**src/rtl/ddr_rx_pkg.sv**
```systemverilog
// Shared definitions for the DDR receive word aligner: FSM state encoding and
// the default training pattern.
package ddr_rx_pkg;

    typedef enum logic [1:0] {
        SEARCH = 2'd0,
        CHECK  = 2'd1,
        LOCKED = 2'd2
    } state_t;

    localparam logic [7:0] TRAIN_DEFAULT = 8'h5C;

endpackage

```
**src/rtl/ddr_rx_slicer.sv**
```systemverilog
// Combinational 8-of-16 window extraction: w = sr[offset+7 : offset].
module ddr_rx_slicer (
    input  logic [15:0] sr,
    input  logic [2:0]  offset,
    output logic [7:0]  w
);

    logic [15:0] shifted;

    always_comb begin
        shifted = sr >> offset;
        w       = shifted[7:0];
    end

endmodule

```
**src/rtl/ddr_rx_align.sv**
```systemverilog
// Bit-slip word aligner for a 2-bit DDR capture: hunts for the training word,
// confirms it MATCH_N times, then presents one aligned byte every 4 cycles.
module ddr_rx_align
    import ddr_rx_pkg::*;
#(
    parameter logic [7:0]  TRAIN   = TRAIN_DEFAULT,
    parameter int unsigned MATCH_N = 4
) (
    input  logic       c,
    input  logic       rst,
    input  logic [1:0] d,
    input  logic       train_en,
    output logic [7:0] q,
    output logic       q_valid,
    output logic       locked,
    output logic [2:0] offset
);

    localparam logic [3:0] MATCH_LAST = 4'(MATCH_N);

    state_t      state;
    state_t      state_next;
    logic [15:0] sr;
    logic [1:0]  phase;
    logic [3:0]  cnt;
    logic [3:0]  cnt_next;
    logic [2:0]  offset_next;
    logic        skip;
    logic        skip_next;
    logic [7:0]  q_next;
    logic        q_valid_next;
    logic [7:0]  w;
    logic        boundary;
    logic        is_train;

    ddr_rx_slicer u_slicer (
        .sr     (sr),
        .offset (offset),
        .w      (w)
    );

    assign boundary = (phase == 2'd3);
    assign is_train = (w == TRAIN);
    assign locked   = (state == LOCKED);

    // skip marks a boundary to ignore: the first one after reset (history only
    // half filled) and the one right after every slip (window still settling).
    always_comb begin
        state_next   = state;
        cnt_next     = cnt;
        offset_next  = offset;
        skip_next    = skip;
        q_next       = q;
        q_valid_next = 1'b0;
        if (boundary) begin
            unique case (state)
                SEARCH: begin
                    if (skip) begin
                        skip_next = 1'b0;
                    end else if (train_en) begin
                        if (is_train) begin
                            cnt_next   = 4'd1;
                            state_next = (MATCH_LAST == 4'd1) ? LOCKED : CHECK;
                        end else begin
                            offset_next = offset + 3'd1;
                            skip_next   = 1'b1;
                        end
                    end
                end
                CHECK: begin
                    if (skip) begin
                        skip_next = 1'b0;
                    end else if (train_en && is_train) begin
                        cnt_next = cnt + 4'd1;
                        if (cnt + 4'd1 == MATCH_LAST) begin
                            state_next = LOCKED;
                        end
                    end else begin
                        cnt_next   = '0;
                        state_next = SEARCH;
                    end
                end
                LOCKED: begin
                    if (train_en && !is_train) begin
                        cnt_next    = '0;
                        offset_next = offset + 3'd1;
                        skip_next   = 1'b1;
                        state_next  = SEARCH;
                    end else begin
                        q_next       = w;
                        q_valid_next = 1'b1;
                    end
                end
                default: begin
                    cnt_next   = '0;
                    state_next = SEARCH;
                end
            endcase
        end
    end

    always_ff @(posedge c) begin
        if (rst) begin
            sr      <= '0;
            phase   <= '0;
            state   <= SEARCH;
            cnt     <= '0;
            offset  <= '0;
            skip    <= 1'b1;
            q       <= '0;
            q_valid <= 1'b0;
        end else begin
            sr      <= {d, sr[15:2]};
            phase   <= phase + 2'd1;
            state   <= state_next;
            cnt     <= cnt_next;
            offset  <= offset_next;
            skip    <= skip_next;
            q       <= q_next;
            q_valid <= q_valid_next;
        end
    end

endmodule

```
**config.mk**
```make
export PLATFORM = sky130hd
export DESIGN_NAME = ddr_rx_align
export DESIGN_NICKNAME = d
export VERILOG_FILES = /design/src/rtl/ddr_rx_pkg.sv /design/src/rtl/ddr_rx_slicer.sv /design/src/rtl/ddr_rx_align.sv
export SDC_FILE = /design/constraint.sdc
export NUM_CORES = 1
export LEC_CHECK = 0
export CORE_MARGIN = 1
export CORE_UTILIZATION = 40
export CTS_CLUSTER_DIAMETER = 30
export CTS_CLUSTER_SIZE = 40
export DETAILED_ROUTE_END_ITERATION = 10
export PLACE_DENSITY = 0.64
export SLEW_MARGIN = 5
export SYNTH_ARGS = -nofsm -noshare
export SYNTH_HDL_FRONTEND = slang
export SYNTH_HIERARCHICAL = 1
export SYNTH_SLANG_ARGS = --single-unit
```
**constraint.sdc**
```tcl
create_clock -name c -period 3.4 [get_ports c]
set_input_delay 0.51 -clock c [delete_from_list [all_inputs] [get_ports c]]
set_output_delay 0.51 -clock c [all_outputs]
set_load 0.1 [all_outputs]
```
==> load_flow_metrics.sql <==
INSERT INTO impl_metrics (metric_group, metric, value, unit) VALUES
('finish', 'layout.filler_cells', '413', ''),
('timing', 'slew-limit-headroom', '35.22', '%'),
('job', 'drv.max_cap_violation_count', '0', ''),
('logic_synthesis', 'yosysSeqAreaShare', '39.84', '%'),
('die', 'chipHeight', '70.18', 'microns'),
('detailed_routing', 'vias', '1334', ''),
('logic_synthesis', 'synth_async_sr_flop_share', '0', '%'),
('detailed_routing', 'detailed_route_drc_error_count', '0', ''),
('die', 'initial_core_utilization', '42.12', '%'),
('outcome', 'outcome', 'completed', ''),
('clock_tree', 'cts.path.max_buffers', '2', ''),
('critical_path', 'cpMaxStageDelayCell', 'sky130_fd_sc_hd__or4b_1', ''),
('logic_synthesis', 'synth_xor_xnor_area_share', '1.884', '%'),
('critical_path', 'critical-path-top-cell-by-count', 'sky130_fd_sc_hd__a211oi_1', ''),
('logic_synthesis', 'synthesis.instances', '190', ''),
('detailed_routing', 'wl', '3435', 'microns'),
('logic_synthesis', 'synth_largest_type_area_fraction', '39.84', '%'),
('critical_path', 'timing.critical_path.cells', 'mux4_2 > nand2_1 > o221ai_1 > or4b_4 > o21ai_1 > or4b_1 > a211oi_1 > a211oi_1', ''),
('finish', 'layout.core_utilization', '49.26', '%'),
('finish', 'drive_above_1_share', '13.27', '%'),
('logic_synthesis', 'dominant_combinational_cell_family_by_area_after_synthesis', 'simple AND/OR/NAND/NOR gates', ''),
('timing', 'min_period', '3057', 'ps'),
('clock_tree', 'clk-insertion-delay-late', '290', 'ps'),
('finish', 'layout.cells.most_common_list', 'sky130_fd_sc_hd__dfxtp_1 (35), sky130_fd_sc_hd__mux2i_1 (23), sky130_fd_sc_hd__nor2b_1 (20)', ''),
('clock_tree', 'tritoncts', 'yes', ''),
('timing', 'final_count_of_pins_violating_max_slew', '0', ''),
('critical_path', 'max_stage_delay', '630', 'ps'),
('global_route', 'gr-total-overflow', '0', ''),
('critical_path', 'timing.critical_path.buf_inv', '0', ''),
('timing', 'setup_violations', '0', ''),
('clock_tree', 'hold_buffers', '0', ''),
('logic_synthesis', 'postSynthRegisterBits', '37', ''),
('logic_synthesis', 'basic_gate_share_of_the_synthesized_area_counting_and_or_nand_and_nor_cells', '19.04', '%'),
('power_and_ir_drop', 'cellLeakagePower', '0.7968', 'nW'),
('critical_path', 'critical_path_peak_fanout', '10', ''),
('global_route', 'grt_pass1_vias', '1297', ''),
('logic_synthesis', 'synth.yosys.warnings', '6', ''),
('finish', 'ff_latch_area', '743.2', 'sq um'),
('logic_synthesis', 'yosys.area_share.adder', '5.384', '%'),
('placed_design', 'placement.io_buffers', '17', ''),
('clock_tree', 'cts_root_buffer', 'sky130_fd_sc_hd__clkbuf_8', ''),
('finish', 'final_common_cell', 'sky130_fd_sc_hd__dfxtp_1', ''),
('timing', 'worst_clock_skew', '5.905', 'ps'),
('detailed_routing', 'post_route_ant_nets', '0', ''),
('critical_path', 'critical-path-top-delay-family', 'simple AND/OR/NAND/NOR gates', ''),
('logic_synthesis', 'netlist_area', '1859', 'sq um'),
('clock_tree', 'cts_max_level', '2', ''),
('timing', 'least_margin_pin_slew', '968.7', 'ps'),
('die', 'boundaryPins', '18', ''),
('die', 'die_w', '70.18', 'microns'),
('die', 'placementRows', '24', ''),
('detailed_routing', 'wire_per_inst', '13.06', 'microns'),
('critical_path', 'setup.worst_path.end_class', 'register', ''),
('critical_path', 'wp_data_required', '3540', 'ps'),
('timing', 'max_freq', '327.1', 'MHz'),
('global_route', 'grt_start_max_net_pins', '21', ''),
('timing', 'setup_total_negative_slack', '0', 'ps'),
('clock_tree', 'postCtsResizedCells', '0', ''),
('global_route', 'antenna_found_initial', '0', ''),
('timing', 'finalHoldViolCount', '0', ''),
('global_route', 'track_usage', '15.59', '%'),
('clock_tree', 'cts.sinks', '37', ''),
('detailed_routing', 'drt_pre_antenna_iters', '4', ''),
('power_and_ir_drop', 'power_density', '396.0', 'nW/um^2'),
('logic_synthesis', 'synth.net_count', '203', ''),
('logic_synthesis', 'synth_top_cells_by_area', 'sky130_fd_sc_hd__dfxtp_1 (40%), sky130_fd_sc_hd__mux2i_1 (12%), sky130_fd_sc_hd__nor2b_1 (6.7%), sky130_fd_sc_hd__ha_1 (5.4%), sky130_fd_sc_hd__nor2_1 (3.4%)', ''),
('critical_path', 'setup.worst_path.class', 'register to register', ''),
('logic_synthesis', 'synth-compound-area-share', '10.09', '%'),
('clock_tree', 'cts_setup_buffers', '0', ''),
('logic_synthesis', 'synth.largest_area_cell', 'sky130_fd_sc_hd__dfxtp_1', ''),
('finish', 'finalNetCount', '223', '');
worst paths after layout:
path                                              from             endpoint  slack, ps  depth (start not counted)
worst max register to register  offset[0]$_SDFFE_PP0P_  cnt[0]$_SDFFE_PP0P_        340                          8
worst min register to register     phase[0]$_SDFF_PP0_  phase[0]$_SDFF_PP0_        430                          1
worst min-delay path               phase[0]$_SDFF_PP0_  phase[0]$_SDFF_PP0_        430                          1
worst max-delay path            offset[0]$_SDFFE_PP0P_  cnt[0]$_SDFFE_PP0P_        340                          8
cell usage after synthesis, drive strengths merged, types with 2 or more instances:
cell    number
inv          9
dfxtp       37
xnor2        3
buf          7
nor2b       20
nand3        2
o22ai        2
clkbuf       3
nor2        17
nor3         4
a21oi        3
o22a         2
a21o         2
mux2         5
and2         2
o21ai       10
o221ai       4
nand2        8
a211oi       2
ha           8
or4b         2
nand2b       2
mux2i       23
mux4         2
cell families (layout without fill, tap and decap cells):
| logic type | after synthesis | count (layout) |
|---|---|---|
| and+or+nand+nor | 64 | 64 |
| AOI/OAI and AO/OA | 28 | 28 |
| adders and majority gates | 8 | 8 |
| buffers and inverters | 19 | 40 |
| xor gates and xnor gates | 4 | 4 |
| DFF | 37 | 37 |
| muxes | 30 | 30 |
power breakdown:
group	switching, mW	internal, mW
Sequential	0.00402	0.440
Clock	0.151	0.239
Combinational	0.0141	0.0134
Total	0.169	0.692
state kept, by name, summed over array words and instances (netlist names):
signal   count
sr          16
cnt          4
phase        2
q_valid      1
q            8
skip         1
offset       3
state        2
final cells by class:
cell class,count,area share (%)
Clock inverter,1,1.381
Tap cell,52,2.992
Clock buffer,7,3.970
Inverter,9,1.554
Timing Repair Buffer,23,9.551
Multi-Input combinational cell,134,46.38
Sequential cell,37,34.18
metrics by stage:
| stage | instances | cell area [sq um] | setup slack [ps] | hold WS, ps |
|---|---|---|---|---|
| detailed placement | 255 | 2058 | 370.2 | 417.2 |
| finish | 263 | 2175 | 342.6 | 433.4 |
| floorplan | 190 | 1862 | 112.2 | 399.2 |
| global route | 263 | 2175 | 152.9 | 444.5 |
| global placement | 255 | 2058 | 406.9 | 414.3 |
| CTS | 263 | 2175 | 358.9 | 428.3 |
worst register-to-register path, cell delays in order (launching register included):
cell and delay [ps]:
sky130_fd_sc_hd__dfxtp_2 440, sky130_fd_sc_hd__mux4_2 540, sky130_fd_sc_hd__nand2_1 100, sky130_fd_sc_hd__o221ai_1 140, sky130_fd_sc_hd__or4b_4 570, sky130_fd_sc_hd__o21ai_1 130, sky130_fd_sc_hd__or4b_1 630, sky130_fd_sc_hd__a211oi_1 280
sky130_fd_sc_hd__a211oi_1 80
layer usage:
metal | global-route usage (%) | wire length (microns) | vias to the layer above
li1 | - | - | 707
met1 | 20.78 | 1777 | 598
met2 | 23.29 | 1461 | 22
met3 | 5.195 | 140 | 7
met4 | 6.000 | 56 | 0
met5 | 0 | 0 | -
Power figures use the tool's default switching activity.
